## src/rtl/vmatmul_ctrl.sv

```systemverilog
// ---------------------------------------------------------------------------
// vmatmul_ctrl
//   Sequencing controller for the vector matrix-multiply datapath. Computes
//   C = A x B over unsigned 32-bit words by walking the i/j/k loop nest. It
//   drives a one-cycle-latency vector memory and accumulates the k-products
//   internally, writing each C element exactly once.
//
//   Optional build macro: VMATMUL_CTRL_ACC_SAT_EN
//     When defined, the accumulator saturates at 0xFFFFFFFF and uses full
//     64-bit products. When undefined, accumulation wraps mod 2^32.
//
// Ports
//   clk, reset            rising-edge clock, synchronous active-low reset
//   start                 request a new multiply (sampled only in IDLE)
//   base_a/b/c            byte base addresses of A, B, C (row-major)
//   num_i/j/k             matrix dimensions
//   busy, done            run-in-progress flag, one-cycle completion pulse
//   mem_re, addr_a/b      read strobe and A/B word addresses
//   rd_a, rd_b            A/B read data, valid the cycle after mem_re
//   we_c, addr_c, wd_c    C write strobe, address and data
//   cur_i/j/k             current loop indices
// ---------------------------------------------------------------------------
module vmatmul_ctrl #(
  parameter int IDX_W  = 16,
  parameter int ADDR_W = 32
) (
  input  logic              clk,
  input  logic              reset,
  input  logic              start,
  input  logic [ADDR_W-1:0] base_a,
  input  logic [ADDR_W-1:0] base_b,
  input  logic [ADDR_W-1:0] base_c,
  input  logic [IDX_W-1:0]  num_i,
  input  logic [IDX_W-1:0]  num_j,
  input  logic [IDX_W-1:0]  num_k,
  output logic              busy,
  output logic              done,
  output logic              mem_re,
  output logic [ADDR_W-1:0] addr_a,
  output logic [ADDR_W-1:0] addr_b,
  input  logic [31:0]       rd_a,
  input  logic [31:0]       rd_b,
  output logic              we_c,
  output logic [ADDR_W-1:0] addr_c,
  output logic [31:0]       wd_c,
  output logic [IDX_W-1:0]  cur_i,
  output logic [IDX_W-1:0]  cur_j,
  output logic [IDX_W-1:0]  cur_k
);

  typedef enum logic [2:0] {
    S_IDLE  = 3'd0,
    S_READ  = 3'd1,
    S_MAC   = 3'd2,
    S_WRITE = 3'd3,
    S_DONE  = 3'd4
  } state_t;

  state_t state, state_nxt;

  logic [IDX_W-1:0]  i_q, j_q, k_q;
  logic [IDX_W-1:0]  cfg_ni, cfg_nj, cfg_nk;
  logic [ADDR_W-1:0] cfg_ba, cfg_bb, cfg_bc;
  logic [31:0]       acc;

  logic last_i, last_j, last_k, any_zero;
  logic [ADDR_W-1:0] off_a, off_b, off_c;

  // One accumulate step: add the product of the returned A/B words.
  function automatic logic [31:0] mac_step(input logic [31:0] acc_in,
                                           input logic [31:0] a,
                                           input logic [31:0] b);
`ifdef VMATMUL_CTRL_ACC_SAT_EN
    logic [63:0] prod;
    logic [64:0] sum;
    prod = 64'(a) * 64'(b);
    sum  = 65'(acc_in) + 65'(prod);
    // Once saturated, acc stays at all-ones because every later sum is >= it.
    return (sum > 65'h0_FFFF_FFFF) ? 32'hFFFF_FFFF : sum[31:0];
`else
    logic [31:0] prod;
    prod = a * b;
    return acc_in + prod;
`endif
  endfunction

  assign last_i   = (i_q == cfg_ni - IDX_W'(1));
  assign last_j   = (j_q == cfg_nj - IDX_W'(1));
  assign last_k   = (k_q == cfg_nk - IDX_W'(1));
  assign any_zero = (num_i == '0) || (num_j == '0) || (num_k == '0);

  // Word offsets computed at address width; wrap is intentional.
  assign off_a = ADDR_W'(i_q) * ADDR_W'(cfg_nk) + ADDR_W'(k_q);
  assign off_b = ADDR_W'(k_q) * ADDR_W'(cfg_nj) + ADDR_W'(j_q);
  assign off_c = ADDR_W'(i_q) * ADDR_W'(cfg_nj) + ADDR_W'(j_q);

  always_ff @(posedge clk) begin
    if (!reset) state <= S_IDLE;
    else        state <= state_nxt;
  end

  // Next state and state-decoded outputs; start only affects the next state.
  always_comb begin
    state_nxt = state;
    busy      = 1'b0;
    done      = 1'b0;
    mem_re    = 1'b0;
    we_c      = 1'b0;
    addr_a    = '0;
    addr_b    = '0;
    addr_c    = '0;
    wd_c      = '0;
    case (state)
      S_IDLE: begin
        if (start) state_nxt = any_zero ? S_DONE : S_READ;
      end
      S_READ: begin
        busy      = 1'b1;
        mem_re    = 1'b1;
        addr_a    = cfg_ba + (off_a << 2);
        addr_b    = cfg_bb + (off_b << 2);
        state_nxt = S_MAC;
      end
      S_MAC: begin
        busy      = 1'b1;
        state_nxt = last_k ? S_WRITE : S_READ;
      end
      S_WRITE: begin
        busy      = 1'b1;
        we_c      = 1'b1;
        addr_c    = cfg_bc + (off_c << 2);
        wd_c      = acc;
        state_nxt = (last_i && last_j) ? S_DONE : S_READ;
      end
      S_DONE: begin
        done      = 1'b1;
        state_nxt = S_IDLE;
      end
      default: state_nxt = S_IDLE;
    endcase
  end

  // Configuration snapshot taken when a start is accepted.
  always_ff @(posedge clk) begin
    if (state == S_IDLE && start) begin
      cfg_ba <= base_a;
      cfg_bb <= base_b;
      cfg_bc <= base_c;
      cfg_ni <= num_i;
      cfg_nj <= num_j;
      cfg_nk <= num_k;
    end
  end

  // Loop indices and accumulator.
  always_ff @(posedge clk) begin
    if (!reset) begin
      i_q <= '0;
      j_q <= '0;
      k_q <= '0;
      acc <= '0;
    end else begin
      case (state)
        S_IDLE: begin
          if (start) begin
            i_q <= '0;
            j_q <= '0;
            k_q <= '0;
            acc <= '0;
          end
        end
        S_MAC: begin
          acc <= mac_step(acc, rd_a, rd_b);
          if (!last_k) k_q <= k_q + IDX_W'(1);
        end
        S_WRITE: begin
          acc <= '0;
          k_q <= '0;
          if (last_j) begin
            j_q <= '0;
            i_q <= last_i ? '0 : i_q + IDX_W'(1);
          end else begin
            j_q <= j_q + IDX_W'(1);
          end
        end
        default: ;
      endcase
    end
  end

  assign cur_i = i_q;
  assign cur_j = j_q;
  assign cur_k = k_q;

endmodule

```

## config.mk

```make
export PLATFORM = sky130hd
export DESIGN_NAME = vmatmul_ctrl
export DESIGN_NICKNAME = d
export VERILOG_FILES = /design/src/rtl/vmatmul_ctrl.sv
export SDC_FILE = /design/constraint.sdc
export NUM_CORES = 2
export LEC_CHECK = 0
export ABC_AREA = 1
export CORE_MARGIN = 10
export CORE_UTILIZATION = 25
export DETAILED_ROUTE_END_ITERATION = 16
export PLACE_DENSITY_LB_ADDON = 0.05
export SYNTH_ARGS = -nofsm -noshare
export SYNTH_HDL_FRONTEND = slang
export SYNTH_SLANG_ARGS = --single-unit
```

## constraint.sdc

```tcl
create_clock -name clk -period 26.4 [get_ports clk]
set_input_delay 5.28 -clock clk [delete_from_list [all_inputs] [get_ports clk]]
set_output_delay 5.28 -clock clk [all_outputs]
set_load 0.05 [all_outputs]
```

==> reports/metrics.yaml <==
outcome: "complete, no violations"
final.setup.worst_slack_ns: 11.52
layout.nets: 9608
clk_transition_reported_paths_ns: 0.06
postCtsResizedCells: 0
clock_skew_ns: 0.0348
dieArea_um2: 255000
postSynthCellCount: 7636
synthesis.nets: 9420
synth_edf_count: 144
rsz0062_at_grt: "no"
timing_max_transition_violations_final: 0
critical-path-max-stage-delay_ns: 0.88
place.detailed.hpwl_mm: 169
endpoint_kind: "output port"
yosys.area.top_type: "fa_1"
dp.cells: 10915
row_count: 177
layout-area-overhead-vs-synth_pct: 14.4
ys_seq_elements: 227
leading_cell_type_in_the_layout_fill_and_taps_excluded: "inv_1"
mostFrequentLayoutCells: "inv_1, nand2_1, fa_1"
clock_tree_from_tritoncts: "done"
final.hold.worst_slack_ns: 0.460
layout-drive-gt1-share_pct: 3.37
max_cap_violations: 0
finalCriticalPeriod_ns: 14.88
largest_net_degree_at_the_start_of_global_routing: 64
layoutNonFillerInstCount: 10988
worst_skew_pair.late_latency_ns: 0.66
synthFlopType: "edfxtp_1"
fp.dieH_um: 505
total_via_count_in_the_routed_design: 47326
worst_hold_path_type: "register to register"
post-place-ws_ns: 12.14
layout.filler_cells: 25448
leakagePower_nw: 35.5
post-cts-setup-buffer-count: 0
count_of_port_buffers_added_during_placement: 390
global_route.usage.total_pct: 16.8
placeableCoreArea_um2: 233000
worstSetupStartpointType: "register"
power.ir.vdd_worst_mv: 0.226
ys_types: 60
finalHoldViolations: 0
maxClockFrequency_ghz: 0.0672
grt_antenna_before_repair: 4
gp_congestion: 0.801
grt_pass1_vias: 51638
power.density_nw_per_um2: 104
grt_remaining_overflow: 0
post_synth_instance_area_um2: 58800
initial_core_util_pct: 25.2
max_slew.worst_pin.slew_ns: 1.13
post-route-period-util_pct: 56.4
yosys_warnings: 0
worstSetupPathType: "register to output port"
required_arrival_time_at_the_worst_endpoint_ns: 21.12
grt_pass1_wl_mm: 333
numClockSinks: 227
critPathMaxFanout: 20
synth_top_cells_by_area: "fa_1, inv_1, nand2_1"
slowest_stage: "clkdlybuf4s50_1"
clockRootBuffer: "clkbuf_16"
synthesis.area_per_instance_um2: 7.70
max_slew_margin_pct: 24.9
drt-initial-drc-count: 2325
remaining_drc_errors: 0
die_width_um: 505
yosysTopAreaCellShare_pct: 36.4
number_of_setup_violations_in_the_final_report: 0
setup_tns_ns: 0
post_drt_via_cell_ratio: 4.31
route.antenna.remaining_nets: 0
firstDrtPassIters: 8
share_of_the_yosys_chip_area_belonging_to_registers_pct: 10.2
cts.path.max_buffers: 3
ioPinCount: 391
avgRoutedWirePerCell_um: 19.6
arrival_ns: 9.60
total_cts_buffers: 39
ys_async_sr_fraction_pct: 0
cts_hold_repair.buffers: 0
htree_num_levels: 2
detail_route.wirelength_mm: 216
-- power breakdown --
part / internal (W) / leakage, nW / total, W / switching, W
sequential: 0.000409 / 2.05 / 0.000437 / 0.0000283
combinational: 0.00217 / 32.8 / 0.00598 / 0.00381
clock: 0.000315 / 0.625 / 0.000550 / 0.000234
total: 0.00290 / 35.5 / 0.00697 / 0.00407
-- routing by layer --
metal / share of wire, % / global-route usage, % / wire length (um) / vias up
li1: - / - / - / 22789
met1: 49 / 23.8 / 106000 / 23627
met2: 46 / 27.7 / 98500 / 746
met3: 3.2 / 1.91 / 6850 / 162
met4: 2.2 / 3.34 / 4690 / 2
met5: 0.0060 / 0 / 13 / -
-- path summary, 6_finish.rpt --
kind	startpoint	endpoint	slack [ns]	cells after the start
setup / recovery	cfg_nj[8]	addr_c[31]	11.52	33
hold / removal	acc[3]	acc[3]	0.46	2
setup reg to reg	acc[18]	acc[26]	19.29	22
hold reg to reg	acc[3]	acc[3]	0.46	2
-- cell usage after synthesis, types with 40 or more instances --
cell and instances:
nand2_1 1885, nand4_1 50, buf_1 51, fa_1 1068
o21ai_0 177, xor2_1 152, nor2_1 318, nor3_1 52
nand3_1 169, xnor2_1 88, a21oi_1 346, dfxtp_1 83
nor4_1 40, clkbuf_1 239, inv_1 2046, edfxtp_1 144
ha_1 505
-- registers in the layout (all words and copies together) (netlist names) --
register / cells
cfg_bb: 32
cur_j: 16
cfg_bc: 32
cfg_ni: 16
cur_k: 16
state: 3
cur_i: 16
cfg_nk: 16
cfg_nj: 16
acc: 32
cfg_ba: 32
-- cell type report --
type                    instances  area (um2)  share of cell area (%)
inverters                    2052        7710                    11.5
clock inverters                22         231                   0.344
well taps                    3132        3920                    5.83
repair buffers                482        4530                    6.74
clock buffers                  50        1090                    1.62
flip-flops and latches        227        6010                    8.94
diodes                          1        2.50                 0.00372
multi-input cells            5022       43700                    65.1
-- critical path, delay by kind of cell (launching register included) --
family	cells	cell delay, ns
xor+xnor	1	0.13
fa+ha+maj	8	3.73
simple gates	12	1.57
flops	1	0.81
buf+inv	8	1.62
compound gates	4	1.03
-- per-stage QoR --
stage / total power, W / cell area (um2) / utilization [%]
after detailed placement: 0.00657 / 65900 / 28.3
after global routing: 0.00792 / 67200 / 28.8
final: 0.00697 / 67200 / 28.8
after CTS: 0.00719 / 67200 / 28.8
after global placement: 0.00660 / 65900 / 28.3
after floorplan: 0.00463 / 58800 / -
-- cell families after synthesis --
logic type | after synthesis | synth area share (%)
xor+xnor | 241 | 3.60
compound gates | 631 | 5.87
simple gates | 2577 | 17.8
flops | 227 | 10.2
fa+ha+maj | 1573 | 47.1
buf+inv | 2387 | 15.5
Note: power is estimated with default switching activity, not from simulation.
